--- src/rtl/uart_tx_fifo_eng_if.sv ---
// Write-side bus of the UART transmit engine: CPU write strobe and data in,
// FIFO status back to the CPU.
interface uart_tx_fifo_eng_if #(
  parameter int DATA_W     = 8,
  parameter int FIFO_DEPTH = 4
);
  localparam int CNT_W = $clog2(FIFO_DEPTH) + 1;

  logic [DATA_W-1:0] OUT_PORT;
  logic              LOAD;
  logic              TXRDY;
  logic [CNT_W-1:0]  FIFO_CNT;
  logic              OVF;

  modport master (output OUT_PORT, LOAD, input TXRDY, FIFO_CNT, OVF);
  modport slave  (input OUT_PORT, LOAD, output TXRDY, FIFO_CNT, OVF);
endinterface

--- src/rtl/uart_tx_fifo_eng.sv ---
// FIFO-buffered UART transmitter: start, LEN data bits LSB-first, optional
// parity, 1 or 2 stop bits; bit time is DIVISOR+1 clocks.
module uart_tx_fifo_eng #(
  parameter int DATA_W     = 8,
  parameter int FIFO_DEPTH = 4,
  parameter int DIV_W      = 19
) (
  input  logic               CLK,
  input  logic               RESET,
  input  logic [DIV_W-1:0]   DIVISOR,
  input  logic [3:0]         LEN,
  input  logic               PARITY_EN,
  input  logic               ODD_N_EVEN,
  input  logic               STOP2,
  uart_tx_fifo_eng_if.slave  bus,
  output logic               TX,
  output logic               BUSY
);
  localparam int CNT_W = $clog2(FIFO_DEPTH) + 1;
  localparam int PTR_W = (FIFO_DEPTH > 1) ? $clog2(FIFO_DEPTH) : 1;

  typedef enum logic [2:0] {S_IDLE, S_START, S_DATA, S_PARITY, S_STOP} state_t;

  // Everything a frame needs, captured at pop so config edits cannot tear a frame.
  typedef struct packed {
    logic [DATA_W-1:0] word;
    logic [3:0]        len;
    logic              par_en;
    logic              odd;
    logic              stop2;
    logic [DIV_W-1:0]  div;
  } frame_t;

  // ---------------- FIFO ----------------
  logic [FIFO_DEPTH-1:0][DATA_W-1:0] mem;
  logic [PTR_W-1:0] wr_ptr, rd_ptr;
  logic [CNT_W-1:0] cnt, cnt_n;
  logic             txrdy_q, ovf_q;
  logic             full, push, pop;

  assign full  = (cnt == CNT_W'(FIFO_DEPTH));
  assign push  = bus.LOAD && !full;
  assign cnt_n = cnt + CNT_W'(push) - CNT_W'(pop);

  always_ff @(posedge CLK) begin
    if (push) mem[wr_ptr] <= bus.OUT_PORT;
  end

  always_ff @(posedge CLK) begin
    if (RESET) begin
      wr_ptr  <= '0;
      rd_ptr  <= '0;
      cnt     <= '0;
      txrdy_q <= 1'b1;
      ovf_q   <= 1'b0;
    end else begin
      if (push) wr_ptr <= wr_ptr + PTR_W'(1);
      if (pop)  rd_ptr <= rd_ptr + PTR_W'(1);
      cnt     <= cnt_n;
      txrdy_q <= (cnt_n != CNT_W'(FIFO_DEPTH));
      // A full FIFO drops the write even when a pop frees a slot this cycle.
      ovf_q   <= bus.LOAD && full;
    end
  end

  assign bus.TXRDY    = txrdy_q;
  assign bus.FIFO_CNT = cnt;
  assign bus.OVF      = ovf_q;

  // ---------------- frame capture ----------------
  logic [3:0]        len_eff;
  logic [DATA_W:0]   len_onehot;
  logic [DATA_W-1:0] len_mask;
  frame_t            nxt_frm;

  always_comb begin
    len_eff    = (LEN >= 4'd5 && int'(LEN) <= DATA_W) ? LEN : 4'(DATA_W);
    len_onehot = {{DATA_W{1'b0}}, 1'b1} << len_eff;
    len_mask   = DATA_W'(len_onehot - {{DATA_W{1'b0}}, 1'b1});
    // Bits above LEN are zeroed here so neither TX nor parity can see them.
    nxt_frm.word   = mem[rd_ptr] & len_mask;
    nxt_frm.len    = len_eff;
    nxt_frm.par_en = PARITY_EN;
    nxt_frm.odd    = ODD_N_EVEN;
    nxt_frm.stop2  = STOP2;
    nxt_frm.div    = DIVISOR;
  end

  // ---------------- FSM ----------------
  state_t           state, state_n;
  frame_t           frm;
  logic [DIV_W-1:0] bt_cnt;
  logic [3:0]       bit_idx;
  logic             tick, last_data, last_stop, more;
  logic             tx_d, busy_d;
  logic [DATA_W-1:0] word_sh;

  assign tick      = (bt_cnt == frm.div);
  assign last_data = (bit_idx == frm.len - 4'd1);
  assign last_stop = !frm.stop2 || (bit_idx == 4'd1);
  assign more      = (cnt != '0);

  always_ff @(posedge CLK) begin
    if (RESET) state <= S_IDLE;
    else       state <= state_n;
  end

  always_comb begin
    state_n = state;
    case (state)
      S_IDLE:   if (more) state_n = S_START;
      S_START:  if (tick) state_n = S_DATA;
      S_DATA:   if (tick && last_data) state_n = frm.par_en ? S_PARITY : S_STOP;
      S_PARITY: if (tick) state_n = S_STOP;
      S_STOP:   if (tick && last_stop) state_n = more ? S_START : S_IDLE;
      default:  state_n = S_IDLE;
    endcase
  end

  always_comb begin
    pop     = 1'b0;
    tx_d    = 1'b1;
    word_sh = frm.word >> bit_idx;
    busy_d  = (state != S_IDLE) || more;
    case (state)
      S_IDLE:   pop  = more;
      S_START:  tx_d = 1'b0;
      S_DATA:   tx_d = word_sh[0];
      S_PARITY: tx_d = (^frm.word) ^ frm.odd;
      S_STOP: begin
        tx_d = 1'b1;
        pop  = tick && last_stop && more;
      end
      default:  tx_d = 1'b1;
    endcase
  end

  // Bit-time and bit-index counters; the index counts data bits and stop bits.
  always_ff @(posedge CLK) begin
    if (RESET) begin
      bt_cnt  <= '0;
      bit_idx <= '0;
      frm     <= '0;
    end else begin
      if (pop) frm <= nxt_frm;
      if (state == S_IDLE || tick) bt_cnt <= '0;
      else                         bt_cnt <= bt_cnt + DIV_W'(1);
      if (state_n != state)
        bit_idx <= '0;
      else if (tick && (state == S_DATA || state == S_STOP))
        bit_idx <= bit_idx + 4'd1;
    end
  end

  // TX and BUSY are registered together so BUSY drops right as the last stop bit ends.
  always_ff @(posedge CLK) begin
    if (RESET) begin
      TX   <= 1'b1;
      BUSY <= 1'b0;
    end else begin
      TX   <= tx_d;
      BUSY <= busy_d;
    end
  end
endmodule
--- src/flat_wrapper.sv ---
// flat-port wrapper written by rule: the top's interface ports become plain ports
module uart_tx_fifo_eng_flat 
#(
  parameter int DATA_W     = 8,
  parameter int FIFO_DEPTH = 4,
  parameter int DIV_W      = 19
)
  (CLK, RESET, DIVISOR, LEN, PARITY_EN, ODD_N_EVEN, STOP2, TX, BUSY, bus_OUT_PORT, bus_LOAD, bus_TXRDY, bus_FIFO_CNT, bus_OVF);
  uart_tx_fifo_eng_if #(.DATA_W(DATA_W), .FIFO_DEPTH(FIFO_DEPTH)) bus_i ();
  input  logic CLK;
  input  logic RESET;
  input  logic [DIV_W-1:0] DIVISOR;
  input  logic [3:0] LEN;
  input  logic PARITY_EN;
  input  logic ODD_N_EVEN;
  input  logic STOP2;
  output logic TX;
  output logic BUSY;
  input wire logic [$bits(bus_i.OUT_PORT)-1:0] bus_OUT_PORT;
  input wire logic [$bits(bus_i.LOAD)-1:0] bus_LOAD;
  output wire logic [$bits(bus_i.TXRDY)-1:0] bus_TXRDY;
  output wire logic [$bits(bus_i.FIFO_CNT)-1:0] bus_FIFO_CNT;
  output wire logic [$bits(bus_i.OVF)-1:0] bus_OVF;
  assign bus_i.OUT_PORT = bus_OUT_PORT;
  assign bus_i.LOAD = bus_LOAD;
  assign bus_TXRDY = bus_i.TXRDY;
  assign bus_FIFO_CNT = bus_i.FIFO_CNT;
  assign bus_OVF = bus_i.OVF;
  uart_tx_fifo_eng #(.DATA_W(DATA_W), .FIFO_DEPTH(FIFO_DEPTH), .DIV_W(DIV_W)) u_core (.CLK(CLK), .RESET(RESET), .DIVISOR(DIVISOR), .LEN(LEN), .PARITY_EN(PARITY_EN), .ODD_N_EVEN(ODD_N_EVEN), .STOP2(STOP2), .bus(bus_i), .TX(TX), .BUSY(BUSY));
endmodule
--- config.mk ---
export PLATFORM = sky130hd
export DESIGN_NAME = uart_tx_fifo_eng_flat
export DESIGN_NICKNAME = d
export VERILOG_FILES = /design/src/rtl/uart_tx_fifo_eng_if.sv /design/src/rtl/uart_tx_fifo_eng.sv /design/src/flat_wrapper.sv
export SDC_FILE = /design/constraint.sdc
export NUM_CORES = 1
export LEC_CHECK = 0
export CORE_AREA = 10 10 117 87
export CTS_CLUSTER_SIZE = 12
export DETAILED_ROUTE_END_ITERATION = 8
export DIE_AREA = 0 0 127 97
export DONT_BUFFER_PORTS = 1
export HOLD_SLACK_MARGIN = 0.06
export PLACE_DENSITY = 0.75
export SETUP_SLACK_MARGIN = 0.15
export SYNTH_ARGS = -nofsm -noshare
export SYNTH_HDL_FRONTEND = slang
export SYNTH_SLANG_ARGS = --single-unit
--- constraint.sdc ---
create_clock -name CLK -period 3.5 [get_ports CLK]
set_input_delay 1.05 -clock CLK [delete_from_list [all_inputs] [get_ports CLK]]
set_output_delay 1.05 -clock CLK [all_outputs]
set_load 0.005 [all_outputs]
# Word level (Yosys, flattened, before mapping)
# Cells that the tools add are included.
word_totals:
  register_bits: 103
  out_inout_bits: 7
  elab_cells: 83
classes:
  add_sub_neg: 8
  order_cmp: 5
  eq_ne: 10
  shift: 2
  muxes: 16
  n_bitwise: 2
  reduce_logical: 20
ops:
  columns: ["cell", "count"]
  rows:
  - ["bitwise mux 32 bit", 1]
  - ["adder 19 x 1 -> 19 bit (second input constant)", 1]
  - ["== test 19 bit", 1]
  - ["2-to-1 mux 3 bit", 6]
  - ["binary-select mux 8 bit (select 2 bit)", 1]
  - ["demux 8 bit (select 2 bit)", 1]
  - ["2-to-1 mux 8 bit", 2]
  - ["case mux 3 bit (5 select lines)", 1]
  - ["bitwise AND 8 bit", 1]
  - ["logical AND 1 bit", 8]
  - ["parity 8 bit", 1]
  - ["left shift 1 x 4 -> 8 bit (first input constant)", 1]
  - ["right shift 8 x 4 -> 1 bit", 1]
  - ["subtractor 8 x 1 -> 8 bit (second input constant)", 1]
  - ["== test 3 x 2 -> 1 bit (second input constant)", 2]
  - ["== test 3 bit (second input constant)", 2]
  - ["less-than comparator 2 x 3 -> 1 bit (second input constant)", 2]
  - ["nonzero test 3 bit", 2]
  - ["adder 2 x 1 -> 2 bit (second input constant)", 2]
  - ["adder 4 x 1 -> 4 bit (second input constant)", 1]
  - ["== test 4 x 1 -> 1 bit (second input constant)", 1]
  - ["== test 4 bit", 1]
  - ["greater-or-equal comparator 4 x 3 -> 1 bit (second input constant)", 1]
  - ["less-or-equal comparator 4 bit (second input constant)", 1]
  - ["other kinds (16)", 21]

# Longest topological paths before layout
# Gate-level depths: netlist of run 1.
depth:
  ltp_word: 7
  mapped_depth: 15

# Least setup slack after synthesis of run 1
# OpenSTA, ideal clock, no wires.
synth_path:
  path_kind: "reg-to-reg"
  from: "register u_core.bit_idx[1]"
  to: "register u_core.txrdy_q, in the netlist u_core.bus.TXRDY"
  arrival_time_ns: 2.877
  slack_ns: 0.506
  stages_incl_launch_ff: 16
  n_path_buf: 1
  period_less_slack_ns: 2.994
  path_cell_list: "dfxtp_1 -> inv_1 -> ha_1 -> or3b_4 -> a2111oi_4 -> a31oi_2 -> clkbuf_1 -> inv_1 -> ha_1 -> inv_1 -> ha_1 -> fa_1 -> xnor2_1 -> xnor2_1 -> nor2_1 -> nand2_1"
synth_via:
  elab_chain_cells: 7
synth_lines:
  columns: ["element", "line_no", "rtl"]
  rows:
  - ["start, declared", "uart_tx_fifo_eng.sv:93", "logic [3:0] bit_idx;"]
  - ["start signal, assigned", "uart_tx_fifo_eng.sv:151", "bit_idx <= bit_idx + 4'd1;"]
  - ["== test 4 x 1 -> 1 bit", "uart_tx_fifo_eng.sv:100", "assign last_stop = !frm.stop2 || (bit_idx == 4'd1);"]
  - ["logical OR 1 bit", "uart_tx_fifo_eng.sv:100", null]
  - ["logical AND 1 bit (2 in series)", "uart_tx_fifo_eng.sv:132", "pop = tick && last_stop && more;"]
  - ["case mux 1 bit (2 select lines)", "uart_tx_fifo_eng.sv:125", "case (state)"]
  - ["via u_core.pop", "uart_tx_fifo_eng.sv:39", "logic full, push, pop;"]
  - ["subtractor 3 x 1 -> 3 bit", "uart_tx_fifo_eng.sv:43", "assign cnt_n = cnt + CNT_W'(push) - CNT_W'(pop);"]
  - ["inequality test 3 bit", "uart_tx_fifo_eng.sv:60", "txrdy_q <= (cnt_n != CNT_W'(FIFO_DEPTH));"]
  - ["end signal, assigned", "uart_tx_fifo_eng.sv:60", null]
  - ["end, declared", "uart_tx_fifo_eng.sv:38", "logic txrdy_q, ovf_q;"]
# The timed path passes the listed nets, and every way through them passes these cells.
# A chain may end at the register's enable or synchronous reset.

# Worst setup path after layout of run 1
layout_path:
  from: "register u_core.bit_idx[0]"
  to: "register u_core.txrdy_q, in the netlist u_core.bus.TXRDY"
# The elaborated chain is that of the path after synthesis.

==> impl_metrics.py, run 1 <==
metrics = {
    "sta": {
        "worst_slew_pin_slew_ps": 764,
        "max_slew_margin_pct": 48.9,
        "setup_violations": 0,
        "tns_ps": 0,
        "hold_viol": 0,
        "fin_skew_ps": 8.92,
        "rsz0062_at_grt": "false",
        "drv_slew": 0,
        "fmax_ghz": 0.329,
        "final.min_clock_period_ps": 3040,
        "fin_crit_sh_pct": 87.0,
    },
    "route": {
        "wire_per_inst_um": 16.9,
        "drt_wl_total_um": 9050,
        "drt.antenna.violating_nets": 0,
        "first_pass_iters": 4,
        "drt_iter0_drc": 217,
        "drc": 0,
        "via_count": 2976,
        "vias_per_cell": 5.57,
    },
    "worst_setup_path": {
        "critPathKind": "flip-flop to flip-flop",
        "r2r-start": "u_core.bit_idx[0]",
        "path_common_cell": "ha_1",
        "crit_slowest_cell": "dfxtp_1",
        "critical_path.cell_chain": "ha_1 -> or3b_4 -> a2111oi_4 -> a31oi_4 -> inv_1 -> ha_1 -> inv_1 -> ha_1 -> fa_1 -> xnor2_1 -> xnor2_1 -> nor2_1 -> nand2_1",
        "critPathMaxFanout": 7,
        "critical_path.startpoint_type": "flip-flop",
        "cp.buffers_inverters": 2,
        "r2r_slack_ps": 460,
        "cpPeakStageDelay_ps": 520,
        "end_kind": "flip-flop",
        "crit_start": "u_core.bit_idx[0]",
        "crit_arrival_ps": 3280,
        "r2r_cells": 13,
        "cp.required_ps": 3740,
        "crit_family": "adder cells",
        "worstReg2RegEnd": "u_core.bus.TXRDY",
    },
    "worst_hold_path": {
        "min-delay-start": "u_core.frm[23]",
        "hp-class": "flip-flop to flip-flop",
        "min_to": "u_core.frm[23]",
        "holdPathStages": 2,
    },
    "placed_design": {
        "post-dp-hpwl_um": 6390,
        "port_buffers": 0,
        "place_congestion": 0.875,
    },
    "synthesis": {
        "netlist.area_leader.share_pct": 30.4,
        "synth_seq_cells": 103,
        "synth.most_common_cell": "dfxtp_1",
        "yosysSeqAreaShare_pct": 51.0,
        "netlist_area_sq_mm": 0.00467,
        "yosysWarnings": 0,
        "yosys.area.top_type": "dfxtp_1",
        "ys.flop_type": "dfxtp_1",
        "avgSynthCellArea_sq_um": 10.8,
        "synth_common_cells": "71 x dfxtp_1, 62 x nor2_1, 42 x xnor2_1, 32 x edfxtp_1, 28 x mux2i_1",
        "synthDistinctLibCells": 49,
        "yosys-top-cells-area": "dfxtp_1 30%, edfxtp_1 21%, xnor2_1 7.9%",
        "syn_inst": 431,
        "synth_edf_count": 32,
        "async_flop_share_pct": 0,
    },
    "clock_tree": {
        "cts_sinks": 103,
        "clk_pin_slew_worst_paths_ps": 70,
        "cts_setup_buffers": 0,
        "clk-insertion-delay-late_ps": 350,
        "cts_buffers": 9,
        "cts_hold_buf": 0,
        "tritoncts": "yes",
        "clockRootBuffer": "clkbuf_16",
        "cts_buffer_depth": 2,
        "cts.htree.levels": 3,
        "ctsResizeCount": 0,
    },
    "global_routing": {
        "grt_first_pass_wirelength_um": 14900,
        "track_usage_pct": 14.7,
        "grt.overflow.total": 0,
        "grt_max_degree": 52,
        "grt_pass1_vias": 2993,
        "antenna_found_initial": 0,
    },
    "status": {
        "status": "complete, no violations",
    },
    "floorplanning": {
        "dieWidth_um": 127,
        "die_h_um": 97,
        "num_rows": 27,
        "coreArea_sq_mm": 0.00784,
        "io-pin-count": 44,
        "start_util_pct": 59.6,
        "die_area_sq_mm": 0.0123,
    },
    "run": {
        "cap_violations": 0,
    },
    "power": {
        "ir_drop_mv": 0.709,
        "power.leakage_uw": 0.00184,
        "switching_share_pct": 34.6,
        "p_total_uw": 4190,
        "comb_power_share_pct": 34.6,
        "seqPwrFrac_pct": 40.4,
        "switching_power_uw": 1450,
        "powerDensity_mw_per_mm2": 826,
        "clock_power_share_pct": 24.9,
        "power.internal_uw": 2740,
    },
    "final_layout": {
        "finalNetCount": 477,
        "area_growth_pct": 8.47,
        "utilization_pct": 64.6,
        "drive_gt1_share_pct": 9.01,
        "antennaDiodeCount": 0,
    },
}
-- logic make-up after synthesis --
kind of cell	share of synthesized area [%]
other	0.0803
buffers and inverters	2.84
DFF	51.0
muxes	11.3
xor gates and xnor gates	10.3
and+or+nand+nor	16.3
AOI/OAI and AO/OA	4.80
adders and majority gates	3.38
-- cells in the final DEF, fill, tap and decap left out, types with 6 or more instances in the layout --
| master | instances |
|---|---|
| edfxtp_1 | 32 |
| nand4_1 | 7 |
| nand3_1 | 11 |
| o21ai_0 | 7 |
| and3_1 | 8 |
| a21oi_1 | 14 |
| inv_1 | 15 |
| ha_1 | 11 |
| mux4_2 | 10 |
| xor2_1 | 13 |
| xnor2_1 | 42 |
| mux2i_1 | 28 |
| nor2_1 | 62 |
| nor3_1 | 6 |
| clkbuf_16 | 9 |
| nor2b_1 | 7 |
| dfxtp_1 | 71 |
| nand2_1 | 23 |
-- through the flow --
step / worst slack (ps) / hold WS (ps) / area (sq um) / cells
2_1_floorplan: 506 / 445 / 4670 / 432
3_3_place_gp: 577 / 458 / 4760 / 518
3_5_place_dp: 462 / 475 / 4760 / 518
4_1_cts: 445 / 484 / 5070 / 534
5_1_grt: 239 / 510 / 5070 / 534
6_report: 457 / 480 / 5070 / 534
-- sequential cells by signal, indices dropped and copies added, names as in the netlist --
name                 flops
u_core.BUSY              1
u_core.bus.OVF           1
u_core.state             3
u_core.mem              32
u_core.rd_ptr            2
u_core.bit_idx           4
u_core.TX                1
u_core.bus.FIFO_CNT      3
u_core.bus.TXRDY         1
u_core.frm              34
u_core.wr_ptr            2
u_core.bt_cnt           19
-- power by group through the flow --
stage          combinational, uW  sequential, uW  clock (uW)
6_report                    1450            1690        1040
5_1_grt                     1600            1730        1110
4_1_cts                     1450            1700        1060
3_5_place_dp                1440            1720           0
3_3_place_gp                1390            1710           0
2_1_floorplan               1240            1600           0
-- tightest hold or removal path: cells and delay by family (launching register included) --
kind | cells | cell delay (ps)
compound gates | 1 | 50
simple gates | 1 | 60
flops | 1 | 330
-- area by class of cell --
class                      count  area, sq um
clock buffer                   9          225
multi-input combinational    296         2170
clock inverter                 7         85.1
inverter                      15         56.3
fill                         613         2770
timing repair buffer           3         22.5
tap                          101          126
sequential                   103         2380
-- metal layers --
| metal | vias up | track usage [%] | wire [um] |
|---|---|---|---|
| li1 | 1480 | - | - |
| met1 | 1418 | 18.8 | 4310 |
| met2 | 71 | 22.6 | 4120 |
| met3 | 7 | 5.71 | 558 |
| met4 | 0 | 4.16 | 64 |
| met5 | - | 0 | 0 |
-- worst max path at each step --
stage | to | slack [ps] | depth (start not counted)
after floorplan | u_core.bus.TXRDY | 510 | 15
after global placement | u_core.bus.TXRDY | 580 | 13
after detailed placement | u_core.bus.TXRDY | 460 | 13
after CTS | u_core.bus.TXRDY | 450 | 13
after global routing | u_core.bus.TXRDY | 240 | 13
final | u_core.bus.TXRDY | 460 | 13
No activity file was read; power rests on OpenSTA's default activity.
==> run 2: changes to the inputs <==
--- a/config.mk
+++ b/config.mk
@@ -6,6 +6,7 @@
 export NUM_CORES = 1
 export LEC_CHECK = 0
 export CORE_AREA = 10 10 117 87
+export CTS_BUF_LIST = sky130_fd_sc_hd__clkbuf_4 sky130_fd_sc_hd__clkbuf_8 sky130_fd_sc_hd__clkbuf_16
 export CTS_CLUSTER_SIZE = 12
 export DETAILED_ROUTE_END_ITERATION = 8
 export DIE_AREA = 0 0 127 97
@@ -13,6 +14,7 @@
 export HOLD_SLACK_MARGIN = 0.06
 export PLACE_DENSITY = 0.75
 export SETUP_SLACK_MARGIN = 0.15
+export SLEW_MARGIN = 20
 export SYNTH_ARGS = -nofsm -noshare
 export SYNTH_HDL_FRONTEND = slang
 export SYNTH_SLANG_ARGS = --single-unit
==> constraint.sdc (replaced) <==
create_clock -name CLK -period 3.3 [get_ports CLK]
set_input_delay 0.99 -clock CLK [delete_from_list [all_inputs] [get_ports CLK]]
set_output_delay 0.99 -clock CLK [all_outputs]
set_load 0.005 [all_outputs]
==> run 2 against run 1 <==
  * Hold slack worse by 9.5 ps
  * Wire length about the same
  * Global-route usage down 0.49 points
  * Utilization down 0.32 points
  * Largest power group unchanged
  * Via count up 1.5%
  * Critical path type unchanged
  * Sequential share of layout area up 0.23 points
  * Critical endpoint unchanged
==> impl_metrics.py, run 2 (synthesis results as in run 1) <==
metrics = {
    "sta": {
        "final.min_clock_period_ps": 2920,
        "setup_violations": 0,
        "hold_ws_ps": 470,
        "hold_viol": 0,
        "fin_crit_sh_pct": 88.6,
        "fmax_ghz": 0.342,
        "fin_skew_ps": 7.19,
        "drv_slew": 0,
        "tns_ps": 0,
        "rsz0062_at_grt": "false",
        "max_slew_margin_pct": 51.7,
        "worst_slew_pin_slew_ps": 724,
    },
    "worst_hold_path": {
        "hp-class": "flip-flop to flip-flop",
    },
    "clock_tree": {
        "cts_sinks": 103,
        "tritoncts": "yes",
        "cts.htree.levels": 3,
        "cts_setup_buffers": 0,
        "clockRootBuffer": "clkbuf_16",
        "cts_buffers": 9,
        "cts_hold_buf": 0,
        "clk-insertion-delay-late_ps": 340,
        "cts_buffer_depth": 2,
        "ctsResizeCount": 0,
        "clk_pin_slew_worst_paths_ps": 70,
    },
    "floorplanning": {
        "coreArea_sq_mm": 0.00784,
        "dieWidth_um": 127,
        "die_area_sq_mm": 0.0123,
        "start_util_pct": 59.6,
        "io-pin-count": 44,
        "die_h_um": 97,
        "num_rows": 27,
    },
    "route": {
        "drt_iter0_drc": 212,
        "wire_per_inst_um": 16.9,
        "first_pass_iters": 4,
        "drc": 0,
        "drt.antenna.violating_nets": 0,
        "via_count": 3020,
        "vias_per_cell": 5.64,
        "drt_wl_total_um": 9060,
    },
    "placed_design": {
        "placed_cells": 519,
        "place_congestion": 0.879,
        "port_buffers": 0,
        "post-dp-hpwl_um": 6360,
    },
    "final_layout": {
        "area_growth_pct": 7.93,
        "antennaDiodeCount": 0,
        "largest_reg_flops": 34,
        "drive_gt1_share_pct": 8.99,
        "top_register": "u_core.frm",
        "finalNetCount": 478,
        "utilization_pct": 64.3,
        "final_common_cell": "dfxtp_1",
        "layout_common_cells": "71 x dfxtp_1, 62 x nor2_1, 42 x xnor2_1",
        "layout.cells.non_filler": 535,
        "reg_top3": "u_core.frm: 34 flops, u_core.mem: 32 flops, u_core.bt_cnt: 19 flops",
    },
    "global_routing": {
        "grt_first_pass_wirelength_um": 14500,
        "antenna_found_initial": 0,
        "grt_pass1_vias": 2872,
        "track_usage_pct": 14.3,
        "met1_usage_pct": 18.4,
        "use_met2_pct": 21.5,
        "met3_usage_pct": 5.44,
        "grt.overflow.total": 0,
        "grt_max_degree": 52,
        "grt.busiest_layer": "met2",
    },
    "worst_setup_path": {
        "critical_path.startpoint_type": "flip-flop",
        "critPathKind": "flip-flop to flip-flop",
        "end_kind": "flip-flop",
        "crit_arrival_ps": 3160,
        "critPathMaxFanout": 6,
        "cp.required_ps": 3530,
    },
    "power": {
        "powerDensity_mw_per_mm2": 860,
        "power.internal_uw": 2830,
        "ir_drop_mv": 0.783,
        "comb_power_share_pct": 35.7,
        "switching_share_pct": 34.8,
        "switching_power_uw": 1510,
        "power.leakage_uw": 0.00184,
        "seqPwrFrac_pct": 41.3,
        "clock_power_share_pct": 23.0,
    },
    "run": {
        "cap_violations": 0,
    },
    "status": {
        "status": "complete, no violations",
    },
}
-- run 2: changes by cell type in the layout (fill, tap and decap cells not counted) --
cell	before	now
inv_8	2	1
buf_4	3	4
clkinv_4	0	1
clkinv_2	0	1
inv_6	2	1
clkbuf_4	0	1
clkinvlp_4	2	1
clkinv_1	0	1
bufinv_16	1	0
-- run 2: worst paths after layout --
path | from | end | slack [ps] | cells past startpoint
max | u_core.bit_idx[1] | u_core.bus.TXRDY | 380 | 14
min | u_core.frm[23] | u_core.frm[23] | 470 | 2
max reg2reg | u_core.bit_idx[1] | u_core.bus.TXRDY | 380 | 14
min reg2reg | u_core.frm[23] | u_core.frm[23] | 470 | 2
-- run 2: critical path, stage by stage (launching register included) --
cell and delay, ps:
dfxtp_1 380, inv_1 110, ha_1 130, or3b_4 400
a2111oi_4 430, a31oi_4 130, inv_1 70, ha_1 110
inv_1 40, ha_1 180, fa_1 370, xnor2_1 150
xnor2_1 130, nor2_1 120, nand2_1 60
-- run 2: layout make-up --
cell class	instances	area, sq um
clock inverter	6	45.0
inverter	15	56.3
fill	617	2800
clock buffer	10	233
sequential	103	2380
multi-input combinational	296	2170
tap	101	126
timing repair buffer	4	30.0
-- run 2: stage by stage --
stage | setup slack [ps] | power [uW] | cell area [sq um]
5_1_grt | 206 | 4590 | 5040
2_1_floorplan | 306 | 3010 | 4670
3_3_place_gp | 467 | 3290 | 4760
4_1_cts | 363 | 4350 | 5040
3_5_place_dp | 380 | 3350 | 4760
6_report | 376 | 4330 | 5040
-- run 2: layer usage --
| metal | vias to the layer above | wire length (um) |
|---|---|---|
| li1 | 1480 | - |
| met1 | 1470 | 4310 |
| met2 | 62 | 4090 |
| met3 | 8 | 568 |
| met4 | 0 | 81 |
| met5 | - | 0 |
-- run 2: power by group through the flow --
stage | Clock (uW) | Combinational (uW) | Sequential (uW)
detailed placement | 0 | 1530 | 1820
global placement | 0 | 1480 | 1810
finish | 995 | 1550 | 1790
global route | 1060 | 1700 | 1830
floorplan | 0 | 1310 | 1700
CTS | 1010 | 1550 | 1790
